==> src/rtl/vga_fetch_ctrl_pkg.sv <==
// Shared definitions for the VGA framebuffer fetch sequencer: FSM encoding and AXI4 constants.
package vga_fetch_ctrl_pkg;

  typedef enum logic [1:0] {
    FETCH_IDLE     = 2'd0,
    FETCH_WAIT_SPC = 2'd1,
    FETCH_ADDR     = 2'd2,
    FETCH_DATA     = 2'd3
  } fetch_state_e;

  localparam logic [1:0] AXI_BURST_INCR = 2'b01;
  localparam logic [1:0] AXI_RESP_OKAY  = 2'b00;

endpackage

==> src/rtl/vga_fetch_ctrl.sv <==
// Framebuffer fetch sequencer: walks the frame with single-outstanding AXI4 INCR read bursts
// and pushes returned beats into the pixel FIFO.
module vga_fetch_ctrl
  import vga_fetch_ctrl_pkg::*;
#(
  parameter int unsigned AXI_ADDR_W = 32,
  parameter int unsigned AXI_DATA_W = 32,
  parameter int unsigned AXI_ID_W   = 4,
  parameter int unsigned AXI_ID     = 0,
  parameter int unsigned BURST_LEN  = 16,
  parameter int unsigned CNT_W      = 20
) (
  input  logic                  clk_i,
  input  logic                  rst_i,
  input  logic                  en_i,
  input  logic [AXI_ADDR_W-1:0] base_addr_i,
  input  logic [CNT_W-1:0]      frame_words_i,
  input  logic                  frame_start_i,
  input  logic [CNT_W-1:0]      fifo_free_i,
  output logic                  fifo_wr_en_o,
  output logic [AXI_DATA_W-1:0] fifo_wr_data_o,
  output logic                  arvalid_o,
  input  logic                  arready_i,
  output logic [AXI_ADDR_W-1:0] araddr_o,
  output logic [7:0]            arlen_o,
  output logic [2:0]            arsize_o,
  output logic [1:0]            arburst_o,
  output logic [AXI_ID_W-1:0]   arid_o,
  input  logic                  rvalid_i,
  output logic                  rready_o,
  input  logic [AXI_DATA_W-1:0] rdata_i,
  input  logic [1:0]            rresp_i,
  input  logic                  rlast_i,
  output logic                  busy_o,
  output logic                  err_o
);

  localparam int unsigned BPB       = AXI_DATA_W / 8;
  localparam int unsigned SIZE_LOG2 = $clog2(BPB);
  localparam logic [2:0]  AR_SIZE   = 3'(SIZE_LOG2);

  fetch_state_e          r_state, w_state_d;
  logic [AXI_ADDR_W-1:0] r_ptr, w_ptr_d;
  logic [CNT_W-1:0]      r_rem, w_rem_d;
  logic [8:0]            r_len, w_len_d;
  logic                  r_restart_pend, w_restart_d;
  logic                  r_err, w_err_d;

  logic [12:0] w_bytes_to_4k;
  logic [31:0] w_words_to_4k;
  logic [31:0] w_len_c;
  logic [8:0]  w_arlen;
  logic        w_beat;
  logic        w_keep;
  logic        w_reload_ok;

  // Burst length is the smallest of the max burst, the words left and the room to the 4KB page end.
  assign w_bytes_to_4k = 13'h1000 - {1'b0, r_ptr[11:0]};
  assign w_words_to_4k = 32'(w_bytes_to_4k >> SIZE_LOG2);

  always_comb begin
    w_len_c = 32'(BURST_LEN);
    if (32'(r_rem) < w_len_c) w_len_c = 32'(r_rem);
    if (w_words_to_4k < w_len_c) w_len_c = w_words_to_4k;
  end

  assign w_beat      = (r_state == FETCH_DATA) && rvalid_i;
  // Beats of an abandoned burst are drained without being written.
  assign w_keep      = w_beat && !r_restart_pend && (r_rem != '0);
  assign w_reload_ok = en_i && (frame_words_i != '0);

  always_comb begin
    w_state_d   = r_state;
    w_ptr_d     = r_ptr;
    w_rem_d     = r_rem;
    w_len_d     = r_len;
    w_restart_d = r_restart_pend;
    w_err_d     = r_err;

    if (frame_start_i) w_err_d = 1'b0;
    if (w_beat && (rresp_i != AXI_RESP_OKAY)) w_err_d = 1'b1;

    unique case (r_state)
      FETCH_IDLE: begin
        if (frame_start_i && w_reload_ok) begin
          w_ptr_d   = base_addr_i;
          w_rem_d   = frame_words_i;
          w_state_d = FETCH_WAIT_SPC;
        end
      end
      FETCH_WAIT_SPC: begin
        if (frame_start_i) begin
          w_ptr_d   = base_addr_i;
          w_rem_d   = frame_words_i;
          w_state_d = w_reload_ok ? FETCH_WAIT_SPC : FETCH_IDLE;
        end else if (!en_i) begin
          w_state_d = FETCH_IDLE;
        end else if (32'(fifo_free_i) >= w_len_c) begin
          w_len_d   = w_len_c[8:0];
          w_state_d = FETCH_ADDR;
        end
      end
      FETCH_ADDR: begin
        if (frame_start_i) w_restart_d = 1'b1;
        if (arready_i) w_state_d = FETCH_DATA;
      end
      FETCH_DATA: begin
        if (frame_start_i) w_restart_d = 1'b1;
        if (w_keep) begin
          w_ptr_d = r_ptr + AXI_ADDR_W'(BPB);
          w_rem_d = r_rem - CNT_W'(1);
        end
        if (w_beat && rlast_i) begin
          if (r_restart_pend || frame_start_i) begin
            w_restart_d = 1'b0;
            w_ptr_d     = base_addr_i;
            w_rem_d     = frame_words_i;
            w_state_d   = w_reload_ok ? FETCH_WAIT_SPC : FETCH_IDLE;
          end else if (w_rem_d == '0 || !en_i) begin
            w_state_d = FETCH_IDLE;
          end else begin
            w_state_d = FETCH_WAIT_SPC;
          end
        end
      end
      default: w_state_d = FETCH_IDLE;
    endcase
  end

  always_ff @(posedge clk_i or posedge rst_i) begin
    if (rst_i) begin
      r_state        <= FETCH_IDLE;
      r_ptr          <= '0;
      r_rem          <= '0;
      r_len          <= '0;
      r_restart_pend <= 1'b0;
      r_err          <= 1'b0;
    end else begin
      r_state        <= w_state_d;
      r_ptr          <= w_ptr_d;
      r_rem          <= w_rem_d;
      r_len          <= w_len_d;
      r_restart_pend <= w_restart_d;
      r_err          <= w_err_d;
    end
  end

  assign w_arlen = r_len - 9'd1;

  assign arvalid_o      = (r_state == FETCH_ADDR);
  assign araddr_o       = arvalid_o ? r_ptr : '0;
  assign arlen_o        = arvalid_o ? w_arlen[7:0] : 8'd0;
  assign arsize_o       = arvalid_o ? AR_SIZE : 3'd0;
  assign arburst_o      = arvalid_o ? AXI_BURST_INCR : 2'b00;
  assign arid_o         = AXI_ID_W'(AXI_ID);
  assign rready_o       = (r_state == FETCH_DATA);
  assign fifo_wr_en_o   = w_keep;
  assign fifo_wr_data_o = w_keep ? rdata_i : '0;
  assign busy_o         = (r_state != FETCH_IDLE);
  assign err_o          = r_err;

endmodule

==> config.mk <==
export PLATFORM = sky130hd
export DESIGN_NAME = vga_fetch_ctrl
export DESIGN_NICKNAME = d
export VERILOG_FILES = /design/src/rtl/vga_fetch_ctrl_pkg.sv /design/src/rtl/vga_fetch_ctrl.sv
export SDC_FILE = /design/constraint.sdc
export NUM_CORES = 1
export LEC_CHECK = 0
export ABC_CLOCK_PERIOD_IN_PS = 5800
export CAP_MARGIN = 40
export CORE_MARGIN = 2
export CORE_UTILIZATION = 46
export DETAILED_ROUTE_END_ITERATION = 10
export HOLD_SLACK_MARGIN = 0.03
export PLACE_DENSITY_LB_ADDON = 0.1
export SETUP_SLACK_MARGIN = 0.05
export SYNTH_ARGS = -nofsm -noshare
export SYNTH_HDL_FRONTEND = slang
export SYNTH_SLANG_ARGS = --single-unit
export TNS_END_PERCENT = 30
==> constraint.sdc <==
create_clock -name clk_i -period 5.8 [get_ports clk_i]
set_input_delay 1.74 -clock clk_i [delete_from_list [all_inputs] [get_ports clk_i]]
set_output_delay 1.74 -clock clk_i [all_outputs]
set_load 0.1 [all_outputs]
* Word-level counts from Yosys, hierarchy flattened
Index checks and enable logic that the tools add are counted.
** Word-level totals
- Register bits after elaboration :: 64
- Input port bits :: 113
** Operators by class
- Reductions and logical operators :: 23
- Bitwise gates (word level) :: 1
- Muxes and demuxes :: 36
- Eq/ne operators :: 8
- $lt $le $gt $ge :: 3
- $add $sub $neg :: 4
** Operators with widths (number)
- two-way mux 32 bit :: 7
- two-way mux 20 bit :: 8
- one-hot mux 32 bit (3 select lines) :: 1
- one-hot mux 20 bit (3 select lines) :: 1
- nonzero test 20 bit :: 2
- adder 32 x 3 -> 32 bit, second input constant :: 1
- greater-or-equal comparator 20 bit :: 1
- logical NOT 20 bit :: 1
- < comparator 11 x 20 -> 1 bit :: 1
- < comparator 20 x 5 -> 1 bit, second input constant :: 1
- subtractor 20 x 1 -> 20 bit, second input constant :: 1
- two-way mux 2 bit :: 7
- subtractor 13 x 12 -> 13 bit, first input constant :: 1
- two-way mux 1 bit :: 9
- two-way mux 8 bit :: 1
- one-hot mux 2 bit (4 select lines) :: 1
- AND reduction 4 bit :: 2
- nonzero test 2 bit :: 4
- subtractor 8 x 1 -> 8 bit, second input constant :: 1
- logical AND 1 bit :: 7
- == test 2 bit, second input constant :: 2
- != test 2 x 1 -> 1 bit, second input constant :: 2
- != test 2 bit, second input constant :: 2
- != test 4 bit, second input constant :: 1
- 8 further kinds :: 10

* Longest topological paths before layout
- Word-level depth :: 12
- Mapped depth :: 21
- Mapped depth without buffers :: 20

* Worst setup path after synthesis
OpenSTA, ideal clock, no wires.
- Kind :: input to output
- From :: in rvalid_i
- To :: out fifo_wr_data_o[22]
- Required time :: 4.060 ns
- Slack :: -0.288 ns
- Arrival time :: 4.348 ns
- Cell stages on the path :: 7
- Path through :: and4b_1 > clkbuf_1 > o21ai_4 > inv_2 > buf_6 > clkbuf_1 > and2_1
** On the way
- Cells in the longest elaborated chain, start to end :: 4
** RTL lines
- from (decl) :: line vga_fetch_ctrl.sv:29 : input logic rvalid_i,
- logical AND 1 bit :: line vga_fetch_ctrl.sv:67 : assign w_beat = (r_state == FETCH_DATA) && rvalid_i;
- logical AND 1 bit (2 in a row) :: line vga_fetch_ctrl.sv:69 : assign w_keep = w_beat && !r_restart_pend && (r_rem != '0);
- net fifo_wr_en_o :: line vga_fetch_ctrl.sv:20 : output logic fifo_wr_en_o,
- two-way mux 32 bit :: line vga_fetch_ctrl.sv:158 : assign fifo_wr_data_o = w_keep ? rdata_i : '0;
- to (decl) :: line vga_fetch_ctrl.sv:21 : output logic [AXI_DATA_W-1:0] fifo_wr_data_o,
The timed path passes the listed nets, and every way through them passes these cells.

* Worst setup path in the final report
- From :: in rvalid_i
- To :: out fifo_wr_data_o[9]
** On the way
- Cells in the longest elaborated chain, start to end :: 4
** RTL lines (line)
- logical AND 1 bit :: vga_fetch_ctrl.sv:67
- logical AND 1 bit (2 in a row) :: vga_fetch_ctrl.sv:69
- two-way mux 32 bit :: vga_fetch_ctrl.sv:158
No other way between the ends.

==> summary.log <==
[grt] antenna violations before repair 0
[drt] final routed wirelength across all metal layers 19200 um
[sta] Period Utilization, post-route 0.971
[floorplan] die outline area 13000 um^2
[synth] post-synthesis cell type count 70
[synth] post-synthesis simple-gate area fraction 0.309
[sta] relative max-transition margin 0.496
[worst_setup_path] required arrival time at the worst endpoint 4.06 ns
[floorplan] height of the chip 114 um
[place] HPWL after detailed placement 14600 um
[sta] Clock Skew 0.00883 ns
[clocking] CTS tree yes
[sta] Fmax achieved 178 MHz
[synth] Most used DFF post-synth dfrtp_1
[synth] xor and xnor area share after synthesis 0.0362
[drt] Antenna Nets Post-Route 0
[power_and_ir_drop] Design Power 3.70 mW
[synth] post-synthesis async set-or-reset flop share 1.00
[power_and_ir_drop] fraction of power consumed by the clock network 0.149
[place] number of buffers inserted by port buffering 191
[synth] synthesized-area fraction occupied by ao, oa, aoi and oai cells 0.209
[synth] cell taking the most area after synthesis dfrtp_1
[grt] first-pass GRT wire length 30000 um
[power_and_ir_drop] maximum resistive drop on vdd 0.355 mV
[drt] 1st-pass router iterations 5
[synth] combinational family with the most area after synthesis simple AND/OR/NAND/NOR gates
[worst_setup_path] kind of capture point of the worst setup path output pin
[clocking] number of buffers created by CTS 9
[clocking] CTS Root Cell clkbuf_16
[clocking] number of levels in the clock H-tree 3
[synth] Synth Warn # 0
[power_and_ir_drop] share of total power consumed by net switching 0.513
[clocking] clock buffer depth 2
[synth] Synth top area share 0.288
[final_layout] share of final-layout standard cells stronger than drive strength 1 0.143
[sta] Final Critical Period 5.63 ns
[place] RePlAce Congestion 0.955
[worst_setup_path] highest fanout seen on the critical path 38
[drt] 1st-iter DRT viols 494
[sta] Setup violations, final 0
[outcome] outcome finished, final reports clean
[worst_hold_path] type of the tightest min-delay check flop to flop
[floorplan] floorplan row count 40
[sta] slew at the pin with the worst max-slew slack 0.749 ns
[power_and_ir_drop] Comb pwr share 0.581
[sta] Final Max Slew Viols 0
[sta] sum of negative setup slack 0 ns
[drt] Avg WL per Cell 17.9 um
[synth] post-synthesis sequential element count 64
[power_and_ir_drop] standby leakage power 3.58 nW
[synth] mean instance size in the synthesized netlist 7.81 um^2
[run] Max Cap Viol 0
[final_layout] total inserted antenna cells 0
[drt] Avg Vias per Cell 5.83
[final_layout] fill cell instance count of the final layout 950
[synth] synthesized instance count 713
[synth] total standard cell area after synthesis 5570 um^2
[power_and_ir_drop] sw power 1.90 mW
[power_and_ir_drop] internal cell power 1.80 mW
[drt] number of remaining DRC errors 0
[drt] count of vias placed by the detailed router 6262
[power_and_ir_drop] part of the total power dissipated in sequential elements 0.270
[synth] number of synthesized flops with an enable pin 0
[synth] synthesized-area fraction occupied by adder cells 0.0804
[power_and_ir_drop] PwrDens 435 nW/um^2
[grt] GRT Total Usage 0.290
[worst_setup_path] Reg2Reg Depth 18
[final_layout] final-stage net count 1070
[clocking] Worst-path clk slew 0.06 ns
[clocking] clock latency reported for the late side of the worst-skew pair 0.34 ns
[worst_setup_path] launching element type of the critical path primary input
[floorplan] IO Pins 199
[synth] register area share after synthesis 0.288
[clocking] Clock Sinks 64
[floorplan] overall die width 114 um
[synth] cell types with the largest area share after synthesis dfrtp_1 (29%), ha_1 (7.9%), and2_1 (6.9%)
[grt] via count of the first global-routing pass 6057
[clocking] buffers inserted by post-CTS timing repair 0
[final_layout] layout overhead on the synthesized area 52.9%
[sta] unrepaired setup endpoints after global routing false
[floorplan] initial cell density of the core 0.467
[grt] leftover overflow at the end of global routing 0
[worst_hold_path] number of cells on the worst hold path 2
[sta] hold violation total from the final report 0
[grt] maximum number of pins on one net before global-route repair 44
[worst_setup_path] arrival time of the worst setup path 3.89 ns
[worst_setup_path] critical path start-end classification primary input to output pin
[synth] mux cell area share after synthesis 0.0182
[floorplan] placeable core region 11900 um^2
==> synth_stat cells, drive strengths merged (3+ instances only) <==
cell / n
nand2: 92
dfrtp: 64
and2: 61
nor2: 58
o21ai: 55
a21oi: 41
ha: 35
clkbuf: 30
inv: 27
nor3: 22
nor4: 17
nand3: 16
buf: 15
a22oi: 12
xor2: 12
or3: 11
xnor2: 11
nand2b: 10
o22ai: 10
a31oi: 9
mux2i: 9
nand4: 8
o311ai: 8
a221o: 7
or4: 7
and3: 6
or2: 6
o31ai: 5
a211oi: 4
a21o: 4
a32oi: 4
and4: 3
nor4b: 3
==> registers in the layout (all words and copies together), names as in the netlist, named ones only <==
signal          flops
err_o               1
r_len               8
r_ptr              32
r_rem              20
r_restart_pend      1
r_state             1
==> worst max-delay path, stage by stage <==
cell and delay [ns]:
clkdlybuf4s50_1 0.54, and4b_1 0.49, o21ai_4 0.20, inv_2 0.45, and2_1 0.27, buf_12 0.19
==> layout make-up <==
cell class / instances / area (um^2) / area share
Clock buffer: 11 / 243 / 0.0285
Clock inverter: 5 / 56.3 / 0.00662
Inverter: 27 / 101 / 0.0119
Multi-Input combinational cell: 597 / 3730 / 0.439
Sequential cell: 64 / 1600 / 0.188
Tap cell: 147 / 184 / 0.0216
Timing Repair Buffer: 223 / 2590 / 0.304
==> layer usage <==
metal	vias up	track usage	wire length [um]
li1	2957	-	-
met1	2963	0.375	7940
met2	293	0.489	9470
met3	49	0.0425	1270
met4	0	0.118	524
met5	-	0	0
==> repair_timing <==
| action | CTS | global route |
|---|---|---|
| setup endpoints to repair | 0 | 9 |
| hold buffers | 0 | 0 |
| gates resized for setup | 0 | 4 |
==> cells by family (layout without fill, tap and decap cells) <==
group	after synthesis	count (layout)
buf+inv	72	266
fa+ha+maj	36	36
compound gates	177	177
xor+xnor	23	23
mux	10	10
simple gates	329	329
other cells	2	22
flops	64	64
==> through the flow <==
step | hold slack, ns | setup WS, ns | util | instance area, um^2 | std cells
after global placement | 0.509 | 0.265 | 0.661 | 7880 | 1038
final | 0.525 | 0.168 | 0.714 | 8510 | 1074
after floorplan | 0.478 | 0.216 | - | 5640 | 733
after CTS | 0.522 | 0.214 | 0.714 | 8500 | 1074
after detailed placement | 0.511 | 0.227 | 0.689 | 8200 | 1058
after global routing | 0.558 | 0.0632 | 0.714 | 8510 | 1074
==> cells in the final DEF (no fill, tap or decap), types with 11 or more instances in the layout <==
| master | instances |
|---|---|
| clkdlybuf4s50_1 | 131 |
| nand2_1 | 92 |
| dfrtp_1 | 64 |
| and2_1 | 61 |
| nor2_1 | 55 |
| o21ai_0 | 51 |
| a21oi_1 | 41 |
| buf_4 | 39 |
| ha_1 | 35 |
| buf_12 | 33 |
| inv_1 | 25 |
| nor3_1 | 22 |
| conb_1 | 22 |
| nand3_1 | 16 |
| buf_8 | 16 |
| nor4_1 | 15 |
| xor2_1 | 12 |
| a22oi_1 | 12 |
| or3_1 | 11 |
| xnor2_1 | 11 |
==> path summary, 6_finish.rpt <==
check | start | endpoint | slack, ns
worst max-delay path | rvalid_i | fifo_wr_data_o[9] | 0.17
worst min-delay path | r_rem[17] | r_rem[17] | 0.53
worst max register to register | r_rem[12] | r_len[0] | 0.50
max in group asynchronous | rst_i | r_ptr[21] | 3.04
min in group asynchronous | rst_i | err_o | 1.85
worst min register to register | r_rem[17] | r_rem[17] | 0.53
==> power groups by stage <==
stage	Sequential, mW	Combinational, mW	Clock (mW)
final	0.997	2.15	0.553
after global routing	1.04	2.31	0.578
after CTS	0.982	2.14	0.558
after detailed placement	0.984	2.12	0
after global placement	0.970	1.96	0
after floorplan	0.862	1.54	0
Note: power is estimated with default switching activity, not from simulation.
==> edit (same settings) <==
Set the parameter `CNT_W` to 30 (it was 20).
--- a/src/rtl/vga_fetch_ctrl.sv
+++ b/src/rtl/vga_fetch_ctrl.sv
@@ -9,5 +9,5 @@
   parameter int unsigned AXI_ID     = 0,
   parameter int unsigned BURST_LEN  = 16,
-  parameter int unsigned CNT_W      = 20
+  parameter int unsigned CNT_W      = 30
 ) (
   input  logic                  clk_i,
Interface: changed (resized fifo_free_i and frame_words_i); port bits go from 199 to 219. No check against the original RTL was run, so the function may have changed too.
==> edit against the unedited design <==
Clock power is 4% lower. Synthesized area is 17% higher. Combinational power is 25% higher. Sequential cell count is 10 higher. Design area is 15% higher. Register-to-register slack better by 60 ps. Worst setup slack better by 350 ps. Wire length is 9.8% higher. Worst hold slack better by 15 ps. Via count is 14% higher. Power is 19% higher. Synthesized cell count is 15% higher. Utilization is 1.2 points lower. Critical endpoint is now fifo_wr_en_o. Highest routed layer unchanged.
==> edit: results (changes against the unedited design) <==
Logic synthesis:
- The share of the yosys chip area belonging to registers was 28.4% (-0.37 points).
- Yosys attributes the largest share of cell area to dfrtp_1, ha_1, and2_1.
- The number of distinct library cells after synthesis was 86 (+23%).

Placement:
- The half-perimeter wire length after placement came to 16100 um (+10%).
- The number of I/O port buffers is 211 (+10%).
- The final weighted congestion in routability-driven placement is 0.915 (-4.2%).

Final layout:
- The fill cell instance count of the final layout is 1172 (+23%).
- The net count reported at finish came to 1235 (+15%).
- The largest registers in the layout are r_ptr x32, r_rem x30, r_len x8.
- The fraction of layout instances using a drive strength above 1 is 14.9% (+0.53 points).

STA:
- The worst setup skew after layout is 9.25 ps (+0.419 ps).
- The worst hold slack is 540 ps (+14.5 ps).
- The remaining max-slew budget at the tightest pin is 49.0% (-0.55 points).

Global routing:
- The wire length of the first global-routing pass is 33600 um (+12%).
- The number of global-route vias before repair is 6671 (+10%).
- The maximum number of pins on one net before global-route repair was 62 (+41%).
- The fraction of met3 tracks used by global routing came to 5.58% (+1.3 points).
- The total track usage was 27.8% (-1.3 points).
- The met2 track utilization from global routing is 46.4% (-2.5 points).

Setup path:
- The maximum net fanout on the critical path was 34 (-11%).
- The delay of the slowest critical-path stage is 470 ps (-70 ps).
- The signal arrival time at the worst endpoint is 3540 ps (-350 ps).
- The length in cells of the worst reg-to-reg path was 23 (+5).
- The reg2reg setup slack is 560 ps (+60 ps).

Hold path:
- The startpoint of the lowest-slack hold path is r_len[7].

Outcome:
- The flow ran to the end, and the final reports show no timing, DRC or antenna violations.

Routing:
- The violation count after the first detailed-routing iteration was 622 (+26%).
## edit: cell types whose count changed in the layout (fill, tap and decap cells not counted), sizes merged, moves of 10 or more
cell           unedited run  this run
nand4                     8        21
ha                       35        45
a22oi                    12         2
nor2                     58        84
nand3                    16        37
o22ai                    10        24
clkdlybuf4s50           131       151
a21oi                    41        61
conb                     22        32
dfrtp                    64        74
nand2                    92        68
## edit: worst max path at each step
stage | slack [ps] | to | startpoint | cells after the start
finish | 520 | fifo_wr_en_o | rvalid_i | 6
global route | 130 | r_len[0] | r_rem[18] | 19
CTS | 500 | fifo_wr_en_o | rvalid_i | 6
detailed placement | 510 | fifo_wr_en_o | rvalid_i | 6
global placement | 520 | fifo_wr_en_o | rvalid_i | 6
floorplan | -80 | fifo_wr_data_o[24] | rvalid_i | 7
## edit: cell type report
cell class / instances / area (sq um) / area share [%]
inverters: 26 / 97.6 / 1.00
multi-input cells: 696 / 4450 / 45.6
clock inverters: 6 / 46.3 / 0.474
repair buffers: 250 / 2850 / 29.2
flip-flops and latches: 74 / 1850 / 19.0
well taps: 180 / 225 / 2.31
clock buffers: 10 / 239 / 2.45
## edit: cells by family (layout without fill, tap and decap cells)
family	count (synthesis)	count (layout)	synth area share [%]
other cells	2	32	0.115
xor+xnor	19	19	2.55
fa+ha+maj	45	45	8.63
buf+inv	82	292	5.41
flops	74	74	28.4
mux	5	5	0.902
compound gates	230	230	23.8
simple gates	365	365	30.2
## edit: metal layers
| layer | wire length (um) | vias up |
|---|---|---|
| met5 | 0 | - |
| met4 | 285 | 0 |
| met3 | 1620 | 26 |
| met2 | 10200 | 274 |
| met1 | 8950 | 3359 |
| li1 | - | 3482 |
## edit: tightest hold or removal path: stages, from the launching register on
cell,delay [ps]
dfrtp_1,350
o21ai_0,90
o31ai_1,60
## edit: metrics by stage
stage	cells	setup TNS, ps	utilization, %	setup WS (ps)	total power [mW]
after global routing	1242	0	70.3	134	4.67
after global placement	1207	0	66.0	520	3.65
final	1242	0	70.3	518	4.40
after floorplan	852	-531	-	-75.9	3.02
after detailed placement	1226	0	68.2	508	3.85
after CTS	1242	0	70.3	499	4.40
## edit: power groups by stage
stage	sequential, mW	combinational, mW	clock, mW
after global routing	1.23	2.88	0.564
final	1.19	2.68	0.533
after floorplan	0.992	2.02	0
after global placement	1.17	2.48	0
after detailed placement	1.18	2.67	0
after CTS	1.17	2.69	0.543
